<file path="src/rtl/frogger_pkg.sv">
// frogger_pkg: shared types and constants for the frame-driven Frogger blocks.
//   coord_t       - 11-bit screen coordinate
//   sched_state_t - lane object scheduler sequence states
//   SCREEN_W/H    - visible raster size
//   *_DEF         - default lane geometry (X wrap modulus, object box size)
//   wrap_step     - one X motion step with wrap into 0..xmod-1
package frogger_pkg;

  typedef logic [10:0] coord_t;

  typedef enum logic [1:0] {
    IDLE  = 2'd0,
    MOVE  = 2'd1,
    CHECK = 2'd2,
    DONE  = 2'd3
  } sched_state_t;

  localparam int SCREEN_W  = 640;
  localparam int SCREEN_H  = 480;
  localparam int XMOD_DEF  = 704;
  localparam int OBJ_W_DEF = 64;
  localparam int OBJ_H_DEF = 32;

  // Moves x by speed in the given direction (1 = right) and wraps into
  // 0..xmod-1. x is assumed already inside that range, so one correction
  // is always enough.
  function automatic coord_t wrap_step(input coord_t      x,
                                       input logic [3:0]  speed,
                                       input logic        dir,
                                       input logic [11:0] xmod);
    logic [11:0] x12;
    logic [11:0] sp12;
    logic [11:0] res;
    x12  = {1'b0, x};
    sp12 = {8'd0, speed};
    if (dir) begin
      res = x12 + sp12;
      if (res >= xmod) res = res - xmod;
    end else begin
      res = (x12 < sp12) ? (x12 + xmod - sp12) : (x12 - sp12);
    end
    return res[10:0];
  endfunction

endpackage

</file>
<file path="src/rtl/frame_edge_sync.sv">
// frame_edge_sync: brings an asynchronous frame strobe (VGA vsync) into the
// clk domain through two flops and emits a one-cycle pulse on its rising edge.
// Ports:
//   clk      - destination clock
//   rst_n    - asynchronous active-low reset, clears all flops
//   async_in - frame strobe from the foreign clock domain
//   rise     - one-cycle pulse after a synchronized 0->1 transition
module frame_edge_sync (
  input  logic clk,
  input  logic rst_n,
  input  logic async_in,
  output logic rise
);

  logic meta_q;
  logic sync_q;
  logic sync_d_q;

  // NOTE: sequential state uses non-blocking assignments so each flop in the
  // chain samples its neighbour's pre-edge value, independent of statement order.
  always_ff @(posedge clk or negedge rst_n) begin
    if (!rst_n) begin
      meta_q   <= 1'b0;
      sync_q   <= 1'b0;
      sync_d_q <= 1'b0;
    end else begin
      meta_q   <= async_in;
      sync_q   <= meta_q;
      sync_d_q <= sync_q;
    end
  end

  assign rise = sync_q & ~sync_d_q;

endmodule

</file>
<file path="src/rtl/lane_object_scheduler.sv">
// lane_object_scheduler: per-frame motion and collision sequencer for the lane
// objects drawn by the colour mapper. Each frame_clk rising edge runs
// MOVE (one object per cycle through a shared wrap adder), then CHECK (one
// object per cycle against the frog box), then DONE (publish hit result).
// Ports:
//   Clk, Reset_n          - system clock, asynchronous active-low reset
//   frame_clk             - VGA vsync, asynchronous to Clk
//   cfg_valid/cfg_ready   - configuration write handshake (ready only in IDLE)
//   cfg_idx, cfg_x, cfg_y, cfg_speed, cfg_dir, cfg_en - per-object write data
//   frog_x/y/w/h          - frog box, must be stable during a frame
//   obj_x, obj_y          - packed positions, object i at bits [11i+10:11i]
//   busy                  - sequence in progress
//   frame_done            - one-cycle pulse in the DONE cycle
//   hit, hit_idx          - overlap result of the last completed frame
//   overrun               - only with LANE_SCHED_OVERRUN_EN: an edge arrived
//                           while busy; cleared by a write to cfg_idx all-ones
// Build option: define LANE_SCHED_OVERRUN_EN to add the overrun flag.
module lane_object_scheduler
  import frogger_pkg::*;
#(
  parameter int NUM_OBJ = 4,
  parameter int XMOD    = XMOD_DEF,
  parameter int OBJ_W   = OBJ_W_DEF,
  parameter int OBJ_H   = OBJ_H_DEF,
  localparam int IDX_W  = $clog2(NUM_OBJ)
) (
  input  logic                   Clk,
  input  logic                   Reset_n,
  input  logic                   frame_clk,
  input  logic                   cfg_valid,
  output logic                   cfg_ready,
  input  logic [IDX_W-1:0]       cfg_idx,
  input  coord_t                 cfg_x,
  input  coord_t                 cfg_y,
  input  logic [3:0]             cfg_speed,
  input  logic                   cfg_dir,
  input  logic                   cfg_en,
  input  coord_t                 frog_x,
  input  coord_t                 frog_y,
  input  coord_t                 frog_w,
  input  coord_t                 frog_h,
  output logic [NUM_OBJ*11-1:0]  obj_x,
  output logic [NUM_OBJ*11-1:0]  obj_y,
  output logic                   busy,
  output logic                   frame_done,
  output logic                   hit,
  output logic [IDX_W-1:0]       hit_idx
`ifdef LANE_SCHED_OVERRUN_EN
  ,
  output logic                   overrun
`endif
);

  localparam logic [11:0] XMOD12  = 12'(XMOD);
  localparam coord_t      XMOD11  = coord_t'(XMOD);
  localparam logic [11:0] OBJ_W12 = 12'(OBJ_W);
  localparam logic [11:0] OBJ_H12 = 12'(OBJ_H);

  sched_state_t     state, state_next;
  logic [IDX_W-1:0] idx;
  logic             last_idx;
  logic             frame_edge;

  coord_t     x_q     [NUM_OBJ];
  coord_t     y_q     [NUM_OBJ];
  logic [3:0] speed_q [NUM_OBJ];
  logic       dir_q   [NUM_OBJ];
  logic       en_q    [NUM_OBJ];

  logic             found;
  logic [IDX_W-1:0] found_idx;

  logic   cfg_write, cfg_clear, cfg_load;
  coord_t cfg_x_wrapped;
  coord_t cur_x, cur_y, moved_x;
  logic   overlap;

  frame_edge_sync u_frame_sync (
    .clk      (Clk),
    .rst_n    (Reset_n),
    .async_in (frame_clk),
    .rise     (frame_edge)
  );

  // ---------------------------------------------------------------- FSM
  always_ff @(posedge Clk or negedge Reset_n) begin
    if (!Reset_n) state <= IDLE;
    else          state <= state_next;
  end

  assign last_idx = (idx == IDX_W'(NUM_OBJ - 1));

  // NOTE: every variable written here gets a default first, so no path can
  // leave it unassigned and infer a latch.
  always_comb begin
    state_next = state;
    case (state)
      IDLE:    if (frame_edge) state_next = MOVE;
      MOVE:    if (last_idx)   state_next = CHECK;
      CHECK:   if (last_idx)   state_next = DONE;
      DONE:                    state_next = IDLE;
      default:                 state_next = IDLE;
    endcase
  end

  assign busy       = (state != IDLE);
  assign cfg_ready  = (state == IDLE);
  assign frame_done = (state == DONE);

  // Object pointer walks 0..NUM_OBJ-1 once in MOVE and once in CHECK.
  always_ff @(posedge Clk or negedge Reset_n) begin
    if (!Reset_n) begin
      idx <= '0;
    end else if ((state == MOVE) || (state == CHECK)) begin
      idx <= last_idx ? '0 : idx + 1'b1;
    end else begin
      idx <= '0;
    end
  end

  // ---------------------------------------------------------- cfg port
  assign cfg_write = cfg_valid && cfg_ready;
`ifdef LANE_SCHED_OVERRUN_EN
  assign cfg_clear = cfg_write && (cfg_idx == '1);
`else
  assign cfg_clear = 1'b0;
`endif
  // Indices past the last object are accepted but dropped.
  assign cfg_load      = cfg_write && !cfg_clear && (32'(cfg_idx) < 32'(NUM_OBJ));
  assign cfg_x_wrapped = (cfg_x >= XMOD11) ? (cfg_x - XMOD11) : cfg_x;

  // ------------------------------------------------- shared datapath
  assign cur_x   = x_q[idx];
  assign cur_y   = y_q[idx];
  assign moved_x = en_q[idx] ? wrap_step(cur_x, speed_q[idx], dir_q[idx], XMOD12) : cur_x;

  // Box edges are inclusive on both sides; 12-bit sums keep the carry.
  assign overlap = ({1'b0, frog_x} <= ({1'b0, cur_x} + OBJ_W12))              &&
                   ({1'b0, cur_x}  <= ({1'b0, frog_x} + {1'b0, frog_w}))      &&
                   ({1'b0, frog_y} <= ({1'b0, cur_y} + OBJ_H12))              &&
                   ({1'b0, cur_y}  <= ({1'b0, frog_y} + {1'b0, frog_h}));

  // NOTE: the per-object file is small and must read as zero after reset, so
  // it lives in flops with an explicit reset rather than an inferred RAM.
  always_ff @(posedge Clk or negedge Reset_n) begin
    if (!Reset_n) begin
      for (int i = 0; i < NUM_OBJ; i++) begin
        x_q[i]     <= '0;
        y_q[i]     <= '0;
        speed_q[i] <= '0;
        dir_q[i]   <= 1'b0;
        en_q[i]    <= 1'b0;
      end
    end else begin
      // Writes happen only in IDLE and motion only in MOVE, so they never collide.
      if (cfg_load) begin
        x_q[cfg_idx]     <= cfg_x_wrapped;
        y_q[cfg_idx]     <= cfg_y;
        speed_q[cfg_idx] <= cfg_speed;
        dir_q[cfg_idx]   <= cfg_dir;
        en_q[cfg_idx]    <= cfg_en;
      end
      if (state == MOVE) x_q[idx] <= moved_x;
    end
  end

  // ------------------------------------------------------ hit result
  always_ff @(posedge Clk or negedge Reset_n) begin
    if (!Reset_n) begin
      found     <= 1'b0;
      found_idx <= '0;
      hit       <= 1'b0;
      hit_idx   <= '0;
    end else begin
      case (state)
        CHECK: if (!found && overlap) begin
          found     <= 1'b1;
          found_idx <= idx;
        end
        DONE: begin
          hit       <= found;
          hit_idx   <= found ? found_idx : '0;
          found     <= 1'b0;
          found_idx <= '0;
        end
        default: ;
      endcase
    end
  end

`ifdef LANE_SCHED_OVERRUN_EN
  always_ff @(posedge Clk or negedge Reset_n) begin
    if (!Reset_n)                   overrun <= 1'b0;
    else if (frame_edge && busy)    overrun <= 1'b1;
    else if (cfg_clear)             overrun <= 1'b0;
  end
`endif

  // ------------------------------------------------------ packed views
  always_comb begin
    obj_x = '0;
    obj_y = '0;
    for (int i = 0; i < NUM_OBJ; i++) begin
      obj_x[11*i +: 11] = x_q[i];
      obj_y[11*i +: 11] = y_q[i];
    end
  end

endmodule

</file>
<file path="config.mk">
export PLATFORM = sky130hd
export DESIGN_NAME = lane_object_scheduler
export DESIGN_NICKNAME = d
export VERILOG_FILES = /design/src/rtl/frogger_pkg.sv /design/src/rtl/frame_edge_sync.sv /design/src/rtl/lane_object_scheduler.sv
export SDC_FILE = /design/constraint.sdc
export NUM_CORES = 1
export LEC_CHECK = 0
export CORE_MARGIN = 8
export CORE_UTILIZATION = 40
export CTS_CLUSTER_DIAMETER = 80
export DETAILED_ROUTE_END_ITERATION = 8
export GPL_TIMING_DRIVEN = 1
export PLACE_DENSITY = 0.73
export SLEW_MARGIN = 20
export SYNTH_ARGS = -nofsm -noshare
export SYNTH_HDL_FRONTEND = slang
export SYNTH_SLANG_ARGS = --single-unit
export TNS_END_PERCENT = 50
</file>
<file path="constraint.sdc">
create_clock -name Clk -period 5.25 [get_ports Clk]
set_input_delay 0.525 -clock Clk [delete_from_list [all_inputs] [get_ports Clk]]
set_output_delay 0.525 -clock Clk [all_outputs]
set_load 0.1 [all_outputs]
</file>
==> results.txt <==
Synthesis inferred 125 register bits. The met2 wirelength from detailed routing is around 13000 microns. The worst setup path is launched from a flip-flop. The worst register-to-register path ends at obj_x[29]. On the critical path, the stage with the largest delay is an instance of sky130_fd_sc_hd__dfrtp_2. The pre-CTS setup slack is 546.6 ps. The starting density of the core came out at 40.64%. The min-delay analysis places its worst path in the category input pin to asynchronous set/reset pin. The family of cells with the greatest summed delay on the critical path is compound AO/OA/AOI/OAI gates. In this run the count of I/O pins placed on the die edge is 172. The net count after synthesis came out at 1165.

The critical path data required time came out at 5520 ps. The worst path uses about 88% of the clock period. The synthesis warning total came out at 0. The number of nets with antenna violations after routing is 0. The area of the core region is 0.02340 sq mm. Entering global routing, the biggest net connects 56 pins. The dominant synthesized flop cell is sky130_fd_sc_hd__dfrtp_1. The clock edge transition at the registers on the reported setup and hold paths came out at roughly 60 ps.

The final estimated routing congestion in global placement came out at 0.8826. Signal routing reaches up to met4. The tree is rooted in a sky130_fd_sc_hd__clkbuf_16. For this run, the top clock speed supported by timing is 216.5 MHz. The max-cap violation count is 0. Setup repair after global routing left no endpoint under its margin. The mean instance size in the synthesized netlist came out at 9.726 sq um. The clock tree buffer depth is 2. Of the cells placed in the final design, the portion with a size suffix greater than 1 is 14.24%. TritonCTS created 17 clock buffers. The kind of critical path is flip-flop to flip-flop. The worst setup path is captured at a flip-flop. The cell area after layout came out at roughly 0.012 sq mm. After Yosys synthesis, and, or, nand and nor cells account for 12.84% of the synthesized area. The worst register-to-register path begins at idx[0].

Post-CTS timing repair inserted 0 buffers for setup. The total global routing overflow came out at 0. The residual DRC count came out at 0. The critical path goes through mux4_2, ha_1, nand2b_1, a211o_1, a211oi_1, xnor2_1, ha_1, nor3_1, o221a_4, mux2_4, a221oi_2, o21ai_1. The initialized floorplan defines 56 standard-cell rows. The multiplexer share of the synthesized area is between 10% and 20%. The total wire length after detailed routing is 28940 microns. The die area came out at 0.02897 sq mm. The longest individual stage delay on the worst path came out at 710 ps. The area fraction in compound gates after synthesis is 15.79%.

Dividing the detail-routed wire length by the instance count gives 19.67 microns. The first detailed-routing pass ran for 5 iterations. After clock tree synthesis, the repair step resized 0 gates. The layout-stage area growth over the synthesis result came out at 27.94%. After synthesis, the largest family of logic cells by area is multiplexers. The layout net count is ~1300. The cell count after synthesis came out at slightly below 1000. Summing every instance area after synthesis gives 0.009512 sq mm. The clock reaches the later pin of the worst-skew pair after ~430 ps. After clock tree synthesis, the flow added hold-fix buffers numbering 0. The worst setup path startpoint is idx[0]. The worst endpoint data arrival time came out at 4890 ps.

The number of slew-limit violations in the final report came out at 0. By instance count, the cell type seen most on the critical path is sky130_fd_sc_hd__ha_1. The final hold violation count came out at 0. The post-synthesis share of cell area spent on full adders, half adders and majority gates came out at 14.89%. The library cell used most frequently in the layout, excluding fill and tap cells, is sky130_fd_sc_hd__clkdlybuf4s50_1. The run finished with clean final reports. The total number of H-tree levels came out at 4. The combined global-route utilization of all metal layers came out at 19.87%. Adding up every negative setup slack in the final design gives 0 ps. The count of port buffers added during placement came out at 171. The worst-case reg-to-reg path depth is 12. The final design utilization is 52.00%. The met3 wirelength from detailed routing is 2107 microns. The initial antenna violation count came out at 0. The number of global-route vias before repair is 8230. The headroom to the max-slew limit came out at 30.33%. The HPWL after detailed placement came out at 21800 microns. The sequential element share of the synthesized area came out at 32.89%. The worst setup skew after layout is 7.446 ps. The met1 wire length came out at 13020 microns. After filler insertion, the fill cell instance count of the layout stands at 2103. The xor/xnor cell area share of the yosys netlist is under 10%.

The sequential cell area came out at 0.003129 sq mm. The number of enable flip-flop cells after synthesis came out at 0. The iteration-0 DRC count of the detailed router is 561. Using the TritonRoute via totals, the vias-per-cell ratio works out to 5.544. In the layout the commonest cells are 170 x sky130_fd_sc_hd__clkdlybuf4s50_1, 150 x sky130_fd_sc_hd__nand2_1, 124 x sky130_fd_sc_hd__dfrtp_1. The placed standard-cell area came out at 0.01154 sq mm.

The most critical setup path has its endpoint at obj_x[29]. The number of diodes added for antenna fixing is 0. The worst path setup slack after routing came out at approximately 630 ps. The routed layout has a little over 8000 vias. The die width came out at around 170 microns. The critical path runs through a total of 12 cells.

The total buffers and inverters traversed by the critical path is 0. The final number of setup-violating endpoints is 0. The final critical-path required period is around 4600 ps. The register-to-register setup slack came out at 630 ps. The total area of multi-input combinational cells came out at 0.005966 sq mm.

The die is 170.2 microns tall. The wire length of the first global-routing pass is 45270 microns. The count of cell types in the netlist came out at 77. The slew of the pin with the lowest slew margin is 1042 ps. The number of sinks driven by the clock tree came out at 125.

The worst-path maximum fanout is 17. TritonCTS built the clock tree. The async set-reset flop share out of synthesis is 100.0%.
-- state kept, by name (all words and copies together), names as in the netlist --
name,count
dir_q,4
en_q,4
found,1
found_idx,2
hit,1
hit_idx,2
idx,2
obj_x,44
obj_y,44
speed_q,16
state,2
u_frame_sync.meta_q,1
u_frame_sync.sync_d_q,1
u_frame_sync.sync_q,1
-- per-layer routing --
layer  global-route usage (%)  vias to the layer above
li1                         -                     3823
met3                    5.306                       42
met2                    30.84                      328
met5                        0                        -
met4                    5.950                        0
met1                    26.73                     3962
-- cells by family (layout without fill, tap and decap cells) --
kind of cell	Yosys count	in the layout
simple gates	276	276
fa+ha+maj	109	109
xor+xnor	32	32
compound gates	224	224
flops	125	125
mux	111	111
buf+inv	101	275
-- final cells by class --
cell class                 instances  area share [%]
clock buffer                      18           3.609
inverter                          60           1.851
tap                              319           3.280
timing repair buffer             184           14.95
sequential                       125           25.71
clock inverter                    13           1.573
multi-input combinational        752           49.02
-- cells in the mapped netlist, types with 4 or more instances --
cell                         n  share of area [%]
sky130_fd_sc_hd__xnor2_1    20                1.8
sky130_fd_sc_hd__o21ai_0    55                2.9
sky130_fd_sc_hd__nor2_1     52                2.1
sky130_fd_sc_hd__xor2_1     11                1.0
sky130_fd_sc_hd__fa_1        7                1.5
sky130_fd_sc_hd__o211ai_1   14                1.1
sky130_fd_sc_hd__mux2_2     65                7.7
sky130_fd_sc_hd__mux2i_1    19                2.0
sky130_fd_sc_hd__ha_1      102                 13
sky130_fd_sc_hd__a21boi_0    5               0.39
sky130_fd_sc_hd__a31oi_1     7               0.46
sky130_fd_sc_hd__a21o_1     13                1.0
sky130_fd_sc_hd__nand3_1    13               0.68
sky130_fd_sc_hd__o21bai_1    6               0.47
sky130_fd_sc_hd__o31ai_1     5               0.39
sky130_fd_sc_hd__buf_6       4               0.47
sky130_fd_sc_hd__o21a_1     12               0.95
sky130_fd_sc_hd__clkbuf_1   25               0.99
sky130_fd_sc_hd__buf_1       5               0.20
sky130_fd_sc_hd__nor3_1     15               0.79
sky130_fd_sc_hd__nand2b_1    8               0.53
sky130_fd_sc_hd__nand2_1   150                5.9
sky130_fd_sc_hd__o21ai_1    17               0.89
sky130_fd_sc_hd__nand4_1     6               0.39
sky130_fd_sc_hd__a21oi_1    47                2.5
sky130_fd_sc_hd__mux4_2     25                5.9
sky130_fd_sc_hd__or2_2       4               0.26
sky130_fd_sc_hd__dfrtp_1   125                 33
sky130_fd_sc_hd__nor2b_1    12               0.79
sky130_fd_sc_hd__buf_2       5               0.26
sky130_fd_sc_hd__inv_1      60                2.4
sky130_fd_sc_hd__a211oi_1    5               0.39
-- worst min-delay path by stage --
| stage | start | endpoint |
|---|---|---|
| 2_1_floorplan | Reset_n | dir_q[0] |
| 3_5_place_dp | u_frame_sync.meta_q | u_frame_sync.sync_q |
| 4_1_cts | Reset_n | hit |
| 6_report | Reset_n | hit |
| 3_3_place_gp | u_frame_sync.meta_q | u_frame_sync.sync_q |
| 5_1_grt | Reset_n | speed_q[8] |
-- worst reg2reg max path: stages (launching register included) --
cell and delay, ps:
sky130_fd_sc_hd__dfrtp_2 710, sky130_fd_sc_hd__mux4_2 690, sky130_fd_sc_hd__ha_1 370, sky130_fd_sc_hd__nand2b_1 170
sky130_fd_sc_hd__a211o_1 380, sky130_fd_sc_hd__a211oi_1 270, sky130_fd_sc_hd__xnor2_1 160, sky130_fd_sc_hd__ha_1 260
sky130_fd_sc_hd__nor3_1 310, sky130_fd_sc_hd__o221a_4 270, sky130_fd_sc_hd__mux2_4 310, sky130_fd_sc_hd__a221oi_2 430
sky130_fd_sc_hd__o21ai_1 150
-- stage by stage --
| step | std cells | hold slack (ps) |
|---|---|---|
| finish | 1471 | 32.30 |
| global route | 1471 | 54.60 |
| CTS | 1471 | 40.31 |
| detailed placement | 1440 | 358.9 |
| global placement | 1440 | 335.4 |
| floorplan | 978 | 229.4 |
Power is left out: the tool's default activity adds up to more than one toggle a clock period on the data nets, which glitch-free logic cannot reach.
